## src/rtl/sum_dp_controller.sv

```systemverilog
// rtl/sum_dp_controller.sv - Control FSM sequencing the A/Sum accumulate datapath
//
// Purpose: drives the datapath control strobes so the datapath computes
//          Sum = 0+1+...+(N-1), with start/busy/done handshake, per-run limit
//          latch, abort, and a cross-check of the datapath comparator against
//          an internal iteration counter.
// Optional feature: define SUM_DP_CYC_CNT_EN to add the cyc_cnt output.
//
// Ports:
//   clk, rst        clock, asynchronous active-high reset
//   start           run request (only sampled in IDLE)
//   limit           iteration count N, latched on accepted start
//   abort           cancel a run in progress
//   ALtN            datapath comparator result (A < lim_out)
//   lim_out         latched N, comparator operand
//   AsrcSel, ALoad  A mux select (0: zero, 1: A+1) and load enable
//   SumSrcSel,
//   SumLoad         Sum mux select (0: zero, 1: Sum+A) and load enable
//   OutBufSel       Sum tri-state output buffer enable
//   busy, done      not-IDLE flag, one-cycle completion pulse
//   err             sticky comparator/iteration mismatch flag
//   cyc_cnt         (SUM_DP_CYC_CNT_EN only) cycles spent in the last run

module sum_dp_controller #(
    parameter int WIDTH = 8,
    parameter int CNT_W = 16
) (
    input  logic             clk,
    input  logic             rst,
    input  logic             start,
    input  logic [WIDTH-1:0] limit,
    input  logic             abort,
    input  logic             ALtN,
    output logic [WIDTH-1:0] lim_out,
    output logic             AsrcSel,
    output logic             ALoad,
    output logic             SumSrcSel,
    output logic             SumLoad,
    output logic             OutBufSel,
    output logic             busy,
    output logic             done,
    output logic             err
`ifdef SUM_DP_CYC_CNT_EN
    ,
    output logic [CNT_W-1:0] cyc_cnt
`endif
);

    typedef enum logic [2:0] {
        S_IDLE = 3'd0,
        S_INIT = 3'd1,
        S_CMP  = 3'd2,
        S_ADD  = 3'd3,
        S_INC  = 3'd4,
        S_OUT  = 3'd5
    } state_t;

    state_t           r_state;
    state_t           w_next;
    logic [WIDTH-1:0] r_lim;
    logic [WIDTH:0]   r_iter;
    logic             r_err;
    logic             w_start_acc;
    logic             w_abort_acc;
    logic             w_iter_ge;
    logic             w_chk_err;

    assign w_start_acc = (r_state == S_IDLE) && start;
    assign w_abort_acc = (r_state != S_IDLE) && abort;
    // One extra counter bit so iter can reach lim_out even when N is all-ones.
    assign w_iter_ge   = (r_iter >= {1'b0, r_lim});
    // Comparator disagrees with the iteration count in either direction.
    assign w_chk_err   = (r_state == S_CMP) && (ALtN ? w_iter_ge : !w_iter_ge);

    always_ff @(posedge clk or posedge rst) begin
        if (rst) begin
            r_state <= S_IDLE;
            r_lim   <= '0;
            r_iter  <= '0;
            r_err   <= 1'b0;
        end else begin
            r_state <= w_next;
            if (w_start_acc) begin
                r_lim <= limit;
                r_err <= 1'b0;
            end else if (w_chk_err && !w_abort_acc) begin
                r_err <= 1'b1;
            end
            if (r_state == S_INIT) begin
                r_iter <= '0;
            end else if (r_state == S_INC) begin
                r_iter <= r_iter + 1'b1;
            end
        end
    end

    always_comb begin
        w_next    = r_state;
        AsrcSel   = 1'b0;
        ALoad     = 1'b0;
        SumSrcSel = 1'b0;
        SumLoad   = 1'b0;
        OutBufSel = 1'b0;
        done      = 1'b0;
        case (r_state)
            S_IDLE: begin
                if (start) w_next = S_INIT;
            end
            S_INIT: begin
                ALoad   = 1'b1;
                SumLoad = 1'b1;
                w_next  = S_CMP;
            end
            S_CMP: begin
                // A "continue" from the comparator is overridden once the
                // iteration count says the run is already complete.
                if (ALtN && !w_iter_ge) w_next = S_ADD;
                else                    w_next = S_OUT;
            end
            S_ADD: begin
                SumSrcSel = 1'b1;
                SumLoad   = 1'b1;
                w_next    = S_INC;
            end
            S_INC: begin
                AsrcSel = 1'b1;
                ALoad   = 1'b1;
                w_next  = S_CMP;
            end
            S_OUT: begin
                OutBufSel = 1'b1;
                done      = 1'b1;
                w_next    = S_IDLE;
            end
            default: w_next = S_IDLE;
        endcase
        if (w_abort_acc) w_next = S_IDLE;
    end

    assign busy    = (r_state != S_IDLE);
    assign lim_out = r_lim;
    assign err     = r_err;

`ifdef SUM_DP_CYC_CNT_EN
    logic [CNT_W-1:0] r_cyc;

    always_ff @(posedge clk or posedge rst) begin
        if (rst) begin
            r_cyc <= '0;
        end else if (w_start_acc) begin
            r_cyc <= '0;
        end else if (busy && (r_cyc != {CNT_W{1'b1}})) begin
            r_cyc <= r_cyc + 1'b1;
        end
    end

    assign cyc_cnt = r_cyc;
`endif

endmodule

```

## config.mk

```make
export PLATFORM = sky130hd
export DESIGN_NAME = sum_dp_controller
export DESIGN_NICKNAME = d
export VERILOG_FILES = /design/src/rtl/sum_dp_controller.sv
export SDC_FILE = /design/constraint.sdc
export NUM_CORES = 1
export LEC_CHECK = 0
export ABC_CLOCK_PERIOD_IN_PS = 2900
export BUFFER_PORTS_ARGS = -buffer_cell sky130_fd_sc_hd__buf_2
export CORE_UTILIZATION = 52
export DETAILED_ROUTE_END_ITERATION = 10
export GPL_TIMING_DRIVEN = 0
export HOLD_SLACK_MARGIN = 0.05
export PLACE_DENSITY = 0.78
export SYNTH_ARGS = -nofsm -noshare
export SYNTH_HDL_FRONTEND = slang
export SYNTH_SLANG_ARGS = --single-unit
```

## constraint.sdc

```tcl
create_clock -name clk -period 2.9 [get_ports clk]
set_clock_uncertainty 0.2 [all_clocks]
set_input_delay 0.435 -clock clk [delete_from_list [all_inputs] [get_ports clk]]
set_output_delay 0.435 -clock clk [all_outputs]
set_load 0.005 [all_outputs]
```

# == Yosys cells after proc, flatten, opt, wreduce, memory -nomap -nowiden ==
# Index checks and enable logic that the tools add are counted.
# op_classes
mux,14
order_cmp,1
n_addsub,1
n_reduce_logical,13
eq_ne,6
# ops
op,n
$mux W9,2
$pmux W3 S4,1
$add A9 B1 Y9 const B,1
$ge A9 B8 Y1,1
$mux W3,3
$mux W1,8
$eq A3 B2 Y1 const B,2
$eq A3 B3 Y1 const B,2
$logic_and A1 B1 Y1,5
$reduce_bool A2 Y1,2
$reduce_or A2 Y1,2
$eq A3 B1 Y1 const B,1
$logic_not A3 Y1,1
$ne A3 B3 Y1 const B,1
$reduce_bool A3 Y1,1
$logic_not A1 Y1,2
# totals
out_inout_bits,16
wordCells,39
reg_bits,21

# == Longest topological paths before layout ==
# Gate-level depths: netlist of run 1.
# depth
depth_word,7
ltp_mapped,11
mapped_depth_nobuf,11

# == Worst setup path after synthesis of run 1 ==
# No wires, ideal clock.
# synth_timing
kind,reg-to-reg
start,register r_iter[0]
end,register r_err (netlist: err)
required_ns,2.579
arrival_time_ns,1.758
path_stages_with_launch,10
period_less_slack_ns,2.079
slack_ns,0.821
setup_ns,0.121
path_cell_list,dfrtp_1 inv_1 ha_1 nand2b_1 a211oi_1 nor3_1 nor4_1 ha_1 a31oi_1 nor2_1
# synth_between
elab_chain_len,6
# synth_rtl
element,line_no,rtl
from (decl),61,logic [WIDTH:0] r_iter;
from (signal assigned),92,r_iter <= r_iter + 1'b1;
$ge A9 B8 Y1 (*),71,"assign w_iter_ge = (r_iter >= {1'b0, r_lim});"
$logic_not A1 Y1,73,assign w_chk_err = (r_state == S_CMP) && (ALtN ? w_iter_ge : !w_iter_ge);
$mux W1 (*),73,
$logic_and A1 B1 Y1 (*),73,
$logic_and A1 B1 Y1 (*),86,end else if (w_chk_err && !w_abort_acc) begin
$reduce_bool A2 Y1 (no source line) (*),-,
to (signal assigned),80,r_err <= 1'b0;
to (signal assigned),85,r_err <= 1'b0;
to (signal assigned),87,r_err <= 1'b1;
to (decl),62,logic r_err;
# Every way passes the cells marked *; elsewhere a longest branch is shown, timed or not.
# A chain may end at the register's enable or synchronous reset.

# == Worst setup path after layout of run 1 ==
# layout_timing
start,register r_iter[0]
end,register r_state[1]
# layout_between
elab_chain_len,6
# layout_rtl
element,line_no,rtl
$ge A9 B8 Y1,71,
$logic_not A1 Y1,117,if (ALtN && !w_iter_ge) w_next = S_ADD;
$logic_and A1 B1 Y1,117,
$mux W3,117,
$pmux W3 S4,105,case (r_state)
$mux W3,137,if (w_abort_acc) w_next = S_IDLE;
to (signal assigned),82,r_state <= w_next;
to (decl),58,state_t r_state;
# No other way between the ends.

==> key figures, run 1 <==
Run status
  • Status: finished, final reports clean

Floorplan
  • Starting Density: 57.8%
  • Chip Width: just under 50 um
  • Core Box Area: 0.00204 mm^2
  • Die Y-Extent: 49.7 um
  • Die area: 0.00247 mm^2
  • I/O pins: 29
  • Row count: 16

Detailed routing
  • Antenna-violating nets left: 0
  • Drt first-iter violations: 33
  • Vias/cell: about 5.5
  • DRC: 0
  • Routed WL per cell: 12.9 um
  • Routed wire length: between 2000 and 2500 um
  • DR pass1 iterations: 4
  • Vias: 1,021

STA
  • Worst Tran Pin Value: 0.793 ns
  • Fmax: roughly 0.4 GHz
  • RSZ-0062 raised after global routing: false
  • Setup total negative slack: 0 ns
  • Relative slew slack: a little under half
  • Final Setup Violations: 0
  • Post-route clock period utilization: 84.6%
  • Hold WS: between 0.05 and 0.06 ns
  • Final Hold Fails: 0
  • Tmin final: ~2.5 ns
  • Max-slew violation count: 0
  • Final worst slack: 0.447 ns

Power
  • P_sw: ~300 uW
  • Comb pwr share: 37.1%
  • PnR Total Power: 848 uW
  • Maximum VDD drop: 0.533 mV
  • Cell Pwr Density: 614 mW/mm^2
  • Static leakage: 0.736 nW
  • Switching share of power: a little over a third
  • Clock share of power: 16.8%
  • Seq pwr share: 46.1%
  • P_int: between 500 and 600 uW

Critical path
  • Critical path startpoint category: flop
  • Critical Path Fanout Max: 6
  • Slowest CP cell: dfrtp_1
  • Reg-to-reg critical path startpoint: r_iter[0]
  • WS Path Type: flop to flop
  • WP buf/inv: 1
  • Crit-path max cell delay: around 0.47 ns
  • Setup crit end kind: flop
  • R2r worst-path depth: 11
  • Crit-path cells: inv_1, ha_1, nand2b_1, a211oi_1, nor3_1, nor4_1, ha_1, nand3b_1, nand2_1, nand2_1, a21oi_1
  • Reg-to-reg critical path endpoint: r_state[1]
  • Critical Path End: r_state[1]
  • Family with the most delay on the worst path: simple AND/OR/NAND/NOR gates
  • Crit path required time: between 2 and 3 ns
  • CP Depth: 11
  • Reg2reg setup slack: 0.45 ns
  • Arr. time, crit path: 2.49 ns
  • Crit. Startpoint: r_iter[0]

Hold path
  • Hold Crit Class: primary input to async pin

Final layout
  • Fraction of layout cells with a size suffix above 1: 24.7%
  • Diodes inserted: 0
  • Reg area: around 530 um^2
  • Filler cells: 176
  • Multi-input combinational cell area: roughly 560 um^2
  • Most frequent cells in the layout: buf_2 (28), dfrtp_1 (21), nand2_1 (18), inv_1 (13)
  • Final Cell Area: between 0.001 and 0.0015 mm^2
  • Layout area overhead: 16.9%
  • Layout Nets: 182
  • Leading cell type in the layout, fill and taps excluded: buf_2

Synth
  • YS warnings: 0
  • Xor/xnor share of the synthesized area: 0%
  • Post-synthesis sequential area ratio: 44.5%
  • Flops & latches, synth: 21
  • Synth Area in Compound Gates: between 10 and 15%
  • Simple-gate share of the synthesized area: 19.1%
  • Largest family of logic cells by synthesized area: simple AND/OR/NAND/NOR gates
  • Avg Cell Area, Syn: 9.37 um^2
  • Most area-hungry cell type in the Yosys netlist: dfrtp_1
  • Post-synthesis cell count: 126
  • Synth Area in Adders: 10.6%
  • Cell area after synthesis: 0.00118 mm^2
  • Synth unique cells: 33
  • Main area contributors after synthesis: dfrtp_1 (44%), ha_1 (11%), nand2_1 (5.7%), o21ai_0 (4.2%), inv_1 (4.1%)
  • Mux cell area share after synthesis: 4.34%
  • Synth Net Count: ~150
  • Area share of the largest cell type after synthesis: 44.5%

Global route
  • Global-route wire length before repair: roughly 4000 um
  • Largest net degree at the start of global routing: 22
  • Global route overflow: 0
  • Tot GR Track Use: 21.9%
  • Vias in the first global route: 945
  • Initial antenna violation count: 0

Clock network
  • CTS Root Cell: clkbuf_4
  • Clock sink count: 21
  • Max Root-Sink Buffers: 2
  • Skew-Pair Late Insertion Delay: 0.30 ns
  • Clk slew on worst S/H paths: 0.11 ns
  • CTS Hold Buffers Added: 0
  • Post-CTS Setup Inserts: 0
  • TritonCTS Buffers: 3
  • CTS H-tree depth: 1
  • TritonCTS clock tree: built
  • Post_cts resized: 0

Placement
  • Quantity of I/O buffers inserted on ports: 28
  • Post-DP HPWL: 1860 um
  • Worst slack, placed: 0.500 ns
  • Area of placed instances: 0.00136 mm^2
  • Final GP Congestion: roughly 0.77

Flow run
  • Max cap viols: 0
## worst min path at each step
stage,slack (ns),endpoint
after floorplan,0.21,err
after global placement,0.27,r_iter[8]
after detailed placement,0.29,r_iter[8]
after CTS,0.09,lim_out[0]
after global routing,0.09,r_state[1]
final,0.06,lim_out[0]
## worst register-to-register path: stages (launching register included)
cell	delay [ns]
dfrtp_1	0.47
inv_1	0.07
ha_1	0.26
nand2b_1	0.13
a211oi_1	0.22
nor3_1	0.08
nor4_1	0.37
ha_1	0.26
nand3b_1	0.08
nand2_1	0.06
nand2_1	0.05
a21oi_1	0.13
## synth_stat cells
master and count:
o22ai_1 1, mux2i_1 4, nor2_1 6, and3_1 2, a21oi_1 5, nand2_1 18
a31oi_1 2, nor3_1 3, nor4b_2 1, nand2b_1 3, or3b_1 2, buf_6 1
and2_4 1, buf_4 2, nand3b_1 1, o21ai_2 1, clkinv_4 1, dfrtp_1 21
clkbuf_1 2, o211ai_1 2, nand3_1 3, a22o_1 2, inv_1 13, nand4_1 2
a2111oi_0 1, clkinv_1 1, mux2_2 1, nor2b_1 1, a211oi_1 1, ha_1 10
nor4_1 1, o31ai_1 1, o21ai_0 10
## kinds of logic (layout without fill, tap and decap cells)
logic type | Yosys count | after routing
simple gates | 44 | 44
buf+inv | 20 | 52
fa+ha+maj | 10 | 10
compound gates | 26 | 26
mux | 5 | 5
flops | 21 | 21
## registers in the layout, indices dropped and copies added, names as in the netlist
name     flops
r_iter       9
lim_out      8
r_state      3
err          1
## through the flow
stage | instances | util, %
2_1_floorplan | 126 | -
3_3_place_gp | 181 | 66.4
3_5_place_dp | 181 | 66.4
4_1_cts | 185 | 67.6
5_1_grt | 185 | 67.6
6_report | 185 | 67.6
## per-layer routing
metal / part of all wire (%) / GRT usage [%] / vias up
met5: 0 / 0 / -
met2: 53 / 39.6 / 35
met4: 1.4 / 8.10 / 0
li1: - / - / 499
met3: 4.0 / 2.78 / 5
met1: 41 / 26.1 / 482
## power by group through the flow
| stage | combinational, mW | clock [mW] | sequential [mW] |
|---|---|---|---|
| detailed placement | 0.315 | 0 | 0.399 |
| global placement | 0.299 | 0 | 0.396 |
| floorplan | 0.197 | 0 | 0.398 |
| finish | 0.314 | 0.142 | 0.391 |
| global route | 0.359 | 0.158 | 0.401 |
| CTS | 0.317 | 0.146 | 0.393 |
## final cells by class
type | instances | share of cell area, %
buffer | 5 | 2.45
clock buffer | 4 | 1.90
inverter | 15 | 4.44
multi-input combinational | 85 | 40.6
sequential | 21 | 38.0
tap | 27 | 2.45
timing repair buffer | 28 | 10.1
(Power assumes the default switching activity.)
==> run 2: changes to the inputs <==
--- a/config.mk
+++ b/config.mk
@@ -5,7 +5,7 @@
 export SDC_FILE = /design/constraint.sdc
 export NUM_CORES = 1
 export LEC_CHECK = 0
-export ABC_CLOCK_PERIOD_IN_PS = 2900
+export ABC_CLOCK_PERIOD_IN_PS = 2500
 export BUFFER_PORTS_ARGS = -buffer_cell sky130_fd_sc_hd__buf_2
 export CORE_UTILIZATION = 52
 export DETAILED_ROUTE_END_ITERATION = 10
==> constraint.sdc (replaced) <==
create_clock -name clk -period 2.5 [get_ports clk]
set_clock_uncertainty 0.2 [all_clocks]
set_input_delay 0.375 -clock clk [delete_from_list [all_inputs] [get_ports clk]]
set_output_delay 0.375 -clock clk [all_outputs]
set_load 0.005 [all_outputs]
==> key figures, run 2 (synthesized netlist as in run 1, its figures left out) <==
Run status
  • Status: finished, final reports clean

Clock network
  • Skew-Pair Late Insertion Delay: 0.31 ns (about the same)
  • Clock sink count: 21 (unchanged)
  • CTS Root Cell: clkbuf_4
  • Clk slew on worst S/H paths: 0.12 ns (about the same)
  • TritonCTS clock tree: built
  • CTS H-tree depth: 1 (unchanged)
  • Max Root-Sink Buffers: 2 (unchanged)
  • TritonCTS Buffers: 3 (unchanged)

Detailed routing
  • Routed WL per cell: 13.2 um (+1.8%)
  • Vias/cell: 5.53 (+0.14%)
  • Drt first-iter violations: 35 (+6.1%)
  • Antenna-violating nets left: 0 (unchanged)
  • Vias: 1,039 (+1.8%)
  • Routed wire length: 2480 um (+3.5%)
  • DRC: 0 (unchanged)
  • DR pass1 iterations: 4 (unchanged)

Power
  • Maximum VDD drop: 0.620 mV (+16%)
  • Static leakage: 0.748 nW (+1.7%)
  • Cell Pwr Density: 704 mW/mm^2 (+15%)

Global route
  • Global route overflow: 0 (unchanged)
  • Largest net degree at the start of global routing: 22 (unchanged)
  • Tot GR Track Use: 22.2% (+0.26 points)
  • Vias in the first global route: 963 (+1.9%)
  • Initial antenna violation count: 0 (unchanged)
  • Global-route wire length before repair: 4130 um (+1.2%)

Floorplan
  • Chip Width: 49.7 um (unchanged)
  • Starting Density: 57.8% (unchanged)
  • Row count: 16 (unchanged)
  • Core Box Area: 0.00204 mm^2 (unchanged)
  • Die Y-Extent: 49.7 um (unchanged)
  • Die area: 0.00247 mm^2 (unchanged)
  • I/O pins: 29 (unchanged)

STA
  • RSZ-0062 raised after global routing: false
  • Post-route clock period utilization: 93.7% (+9.1 points)
  • Final Hold Fails: 0 (unchanged)
  • Worst Tran Pin Value: 0.797 ns (+0.00392 ns)
  • Tmin final: 2.34 ns (-0.111 ns)
  • Final Setup Violations: 0 (unchanged)
  • Relative slew slack: 46.8% (-0.26 points)
  • Fmax: 0.427 GHz (+4.7%)
  • Setup total negative slack: 0 ns (unchanged)
  • Max-slew violation count: 0 (unchanged)

Critical path
  • R2r worst-path depth: 11 (unchanged)
  • Reg-to-reg critical path startpoint: r_iter[0]
  • WS Path Type: flop to flop
  • Critical Path Fanout Max: 3 (-3)
  • Setup crit end kind: flop
  • Crit path required time: 2.54 ns (-0.40 ns)
  • Arr. time, crit path: 2.39 ns (-0.10 ns)
  • Critical path startpoint category: flop
  • Reg2reg setup slack: 0.16 ns (-0.29 ns)
  • Reg-to-reg critical path endpoint: r_state[1]

Flow run
  • Max cap viols: 0 (unchanged)

Final layout
  • Layout Nets: 185 (+1.6%)
  • Diodes inserted: 0 (unchanged)
  • Final Instance Count excl. Fillers: 188 (+1.6%)
  • Final Core Density: 69.5% (+1.8 points)
  • Fraction of layout cells with a size suffix above 1: 26.7% (+2.0 points)
  • Most frequent cells in the layout: buf_2 (28), dfrtp_1 (20), nand2_1 (18), inv_1 (13), o21ai_0 (10)
  • Biggest register: r_iter
  • Leading cell type in the layout, fill and taps excluded: buf_2
  • Filler cells: 172 (-2.3%)
  • Layout area overhead: 20.1%
  • Max reg flops: 9 (unchanged)

Hold path
  • Worst Hold End: lim_out[3]
  • Hold path depth: 3
  • Hold_sp: limit[3]
  • Hold Crit Class: primary input to flop

Placement
  • Final GP Congestion: 0.772 (unchanged)
  • Post-DP HPWL: 1860 um (unchanged)
  • Quantity of I/O buffers inserted on ports: 28 (unchanged)
  • Dpl cells: 181 (unchanged)
-- run 2: cell types whose count changed in the layout (fill, tap and decap cells not counted), sizes merged --
cell	change
buf	+1
dlygate4sd3	+2
-- run 2: worst max-delay path, stage by stage, from the launching register on --
cell and delay (ns):
dfrtp_2 0.44, inv_1 0.06, ha_1 0.21, nand2b_1 0.13
a211oi_1 0.22, nor3_1 0.10, nor4_2 0.34, ha_2 0.25
nand3b_1 0.08, nand2_1 0.06, nand2_1 0.05, a21oi_1 0.13
-- run 2: stage by stage --
| stage | power [mW] | instance area [um^2] | setup WS (ns) | hold slack, ns |
|---|---|---|---|---|
| floorplan | 0.690 | 1180 | 0.421 | 0.152 |
| global placement | 0.806 | 1360 | 0.189 | 0.272 |
| detailed placement | 0.828 | 1360 | 0.100 | 0.294 |
| CTS | 0.995 | 1400 | 0.0660 | 0.0606 |
| global route | 1.08 | 1420 | 0.00357 | 0.0713 |
| finish | 0.999 | 1420 | 0.157 | 0.0623 |
-- run 2: layout make-up --
| type | instances | area, um^2 | share of cell area (%) |
|---|---|---|---|
| Buffer | 5 | 33.8 | 2.38 |
| Clock buffer | 4 | 26.3 | 1.85 |
| Inverter | 15 | 61.3 | 4.32 |
| Multi-Input combinational cell | 85 | 569 | 40.1 |
| Sequential cell | 21 | 527 | 37.1 |
| Tap cell | 27 | 33.8 | 2.38 |
| Timing Repair Buffer | 31 | 168 | 11.8 |
-- run 2: worst max path at each step --
| stage | startpoint | endpoint | slack (ns) |
|---|---|---|---|
| floorplan | r_iter[0] | err | 0.42 |
| detailed placement | r_iter[0] | r_state[1] | 0.10 |
| global placement | r_iter[0] | r_state[1] | 0.19 |
| global route | r_iter[0] | r_state[1] | 0.004 |
| finish | r_iter[0] | r_state[1] | 0.16 |
| CTS | r_iter[0] | r_state[1] | 0.07 |
-- run 2: power by group --
group	leakage [nW]	internal, mW	switching (mW)
Clock	0.0150	0.0623	0.106
Sequential	0.275	0.407	0.0444
Combinational	0.458	0.177	0.203
Total	0.748	0.646	0.353
-- run 2: routing by layer --
layer	vias to the layer above	GRT usage, %	wire length, um
met4	0	8.10	33
met1	496	26.1	1010
li1	507	-	-
met2	31	40.5	1310
met5	-	0	0
met3	5	2.78	122
-- run 2: timing repair --
| item | 4_1_cts | 5_1_grt |
|---|---|---|
| endpoints found under the hold margin | 22 | 0 |
| gates resized for setup | 0 | 3 |
| setup endpoints to repair | 0 | 2 |
| hold buffers | 2 | 0 |
| setup buffers | 0 | 1 |
==> run 3: changes to the inputs <==
--- a/config.mk
+++ b/config.mk
@@ -11,7 +11,7 @@
 export DETAILED_ROUTE_END_ITERATION = 10
 export GPL_TIMING_DRIVEN = 0
 export HOLD_SLACK_MARGIN = 0.05
-export PLACE_DENSITY = 0.78
+export PLACE_DENSITY = 0.77
 export SYNTH_ARGS = -nofsm -noshare
 export SYNTH_HDL_FRONTEND = slang
 export SYNTH_SLANG_ARGS = --single-unit
==> key figures, run 3 (synthesized netlist as in run 1, its figures left out) <==
Final layout
  • Filler cells: 173 (+0.58%)
  • Biggest register: r_iter
  • Diodes inserted: 0 (unchanged)
  • Final Core Density: 69.5% (unchanged)
  • Layout area overhead: 20.1% (unchanged)
  • Fraction of layout cells with a size suffix above 1: 26.7% (unchanged)
  • Multi-input combinational cell area: 569 um^2 (unchanged)
  • Layout Nets: 185 (unchanged)
  • Reg area: 527 um^2 (unchanged)
  • Most frequent cells in the layout: buf_2 (28), dfrtp_1 (20), nand2_1 (18), inv_1 (13), o21ai_0 (10)
  • Max reg flops: 9 (unchanged)
  • Leading cell type in the layout, fill and taps excluded: buf_2

Critical path
  • Setup crit end kind: flop
  • Critical path startpoint category: flop
  • Reg-to-reg critical path startpoint: r_iter[0]
  • Reg-to-reg critical path endpoint: r_state[1]
  • R2r worst-path depth: 11 (unchanged)
  • Crit path required time: 2.54 ns (about the same)
  • Critical Path Fanout Max: 4 (+1)
  • Reg2reg setup slack: 0.19 ns (+0.03 ns)
  • Arr. time, crit path: 2.35 ns (-0.04 ns)
  • Crit. Startpoint: r_iter[0]
  • WS Path Type: flop to flop
  • Critical Path End: r_state[1]

Global route
  • Global route overflow: 0 (unchanged)
  • Global-route wire length before repair: 4350 um (+5.4%)
  • Tot GR Track Use: 23.0% (+0.85 points)
  • Initial antenna violation count: 0 (unchanged)
  • Vias in the first global route: 1,033 (+7.3%)
  • Largest net degree at the start of global routing: 22 (unchanged)

Placement
  • Post-DP HPWL: 1830 um (-1.5%)
  • Quantity of I/O buffers inserted on ports: 28 (unchanged)
  • Final GP Congestion: 0.826 (+7.0%)

Detailed routing
  • DR pass1 iterations: 4 (unchanged)
  • Drt first-iter violations: 12 (-66%)
  • Routed WL per cell: 13.0 um (-1.4%)
  • Antenna-violating nets left: 0 (unchanged)
  • Vias/cell: 5.36 (-3.0%)
  • Vias: 1,008 (-3.0%)
  • DRC: 0 (unchanged)
  • Routed wire length: 2440 um (-1.4%)

Floorplan
  • Core Box Area: 0.00204 mm^2 (unchanged)
  • Starting Density: 57.8% (unchanged)
  • Chip Width: 49.7 um (unchanged)
  • Die Y-Extent: 49.7 um (unchanged)
  • I/O pins: 29 (unchanged)
  • Row count: 16 (unchanged)
  • Die area: 0.00247 mm^2 (unchanged)

STA
  • Relative slew slack: 46.2% (-0.54 points)
  • Setup total negative slack: 0 ns (unchanged)
  • Tmin final: 2.31 ns (-0.0316 ns)
  • Post-route clock period utilization: 92.4% (-1.3 points)
  • Final Setup Violations: 0 (unchanged)
  • Final Hold Fails: 0 (unchanged)
  • Worst Tran Pin Value: 0.806 ns (+0.00816 ns)
  • Fmax: 0.433 GHz (+1.4%)
  • RSZ-0062 raised after global routing: false
  • Max-slew violation count: 0 (unchanged)

Power
  • P_int: 644 uW (-0.30%)
  • Comb pwr share: 37.5% (-0.5 points)
  • Static leakage: 0.748 nW (unchanged)
  • Maximum VDD drop: 0.477 mV (-23%)
  • P_sw: 355 uW (+0.52%)
  • Clock share of power: 16.9% (about the same)
  • Cell Pwr Density: 704 mW/mm^2 (about the same)
  • PnR Total Power: 999 uW (about the same)
  • Switching share of power: 35.5% (+0.19 points)
  • Seq pwr share: 45.6% (+0.4 points)

Clock network
  • CTS H-tree depth: 1 (unchanged)
  • Skew-Pair Late Insertion Delay: 0.31 ns (about the same)
  • Max Root-Sink Buffers: 2 (unchanged)
  • CTS Root Cell: clkbuf_4
  • TritonCTS Buffers: 3 (unchanged)
  • TritonCTS clock tree: built
  • Clk slew on worst S/H paths: 0.12 ns (about the same)
  • Clock sink count: 21 (unchanged)

Flow run
  • Max cap viols: 0 (unchanged)

Hold path
  • Hold Crit Class: primary input to flop

Run status
  • Status: finished, final reports clean
[run 3: cell counts in the layout (fill, tap and decap cells not counted)]
Identical to the previous run, type by type.
[run 3: per-stage QoR]
| stage | setup WS [ns] | instance area [um^2] | hold slack, ns | cells |
|---|---|---|---|---|
| 2_1_floorplan | 0.421 | 1180 | 0.152 | 126 |
| 3_3_place_gp | 0.163 | 1360 | 0.271 | 181 |
| 3_5_place_dp | 0.156 | 1360 | 0.291 | 181 |
| 4_1_cts | 0.134 | 1400 | 0.0578 | 187 |
| 5_1_grt | 0.0140 | 1420 | 0.0665 | 188 |
| 6_report | 0.189 | 1420 | 0.0554 | 188 |
[run 3: layer usage]
metal  up-vias  GRT usage (%)  share of wire, %
li1        500              -                 -
met1       470           29.1                47
met2        32           37.8                47
met3         6           4.01               4.6
met4         0           11.0               1.5
met5         -              0                 0
[run 3: critical path: stages (launching register included)]
cell,delay [ns]
dfrtp_2,0.45
inv_1,0.06
ha_1,0.21
nand2b_1,0.13
a211oi_1,0.27
nor3_1,0.11
nor4_2,0.28
ha_2,0.22
nand3b_1,0.07
nand2_1,0.07
nand2_1,0.05
a21oi_1,0.13
[run 3: layout make-up]
cell class	instances	share of cell area [%]
sequential	21	37.1
tap	27	2.38
clock buffer	4	1.85
multi-input combinational	85	40.1
timing repair buffer	31	11.8
buffer	5	2.38
inverter	15	4.32
[run 3: what timing repair did]
action / CTS / global route
hold buffers: 2 / 0
endpoints found under the hold margin: 22 / 0
setup endpoints to repair: 0 / 1
resized for setup: 0 / 3
buffers inserted: 0 / 1
[run 3: worst min path at each step]
stage	from	end	depth (start not counted)
floorplan	rst	err	1
global placement	r_iter[8]	r_iter[8]	1
detailed placement	r_iter[8]	r_iter[8]	1
CTS	limit[4]	lim_out[4]	3
global route	limit[1]	lim_out[1]	3
finish	limit[4]	lim_out[4]	3
[run 3: power groups by stage]
| stage | clock, mW | combinational, mW | sequential (mW) |
|---|---|---|---|
| 2_1_floorplan | 0 | 0.228 | 0.462 |
| 3_5_place_dp | 0 | 0.363 | 0.463 |
| 4_1_cts | 0.173 | 0.368 | 0.456 |
| 3_3_place_gp | 0 | 0.349 | 0.459 |
| 5_1_grt | 0.184 | 0.427 | 0.469 |
| 6_report | 0.168 | 0.375 | 0.456 |
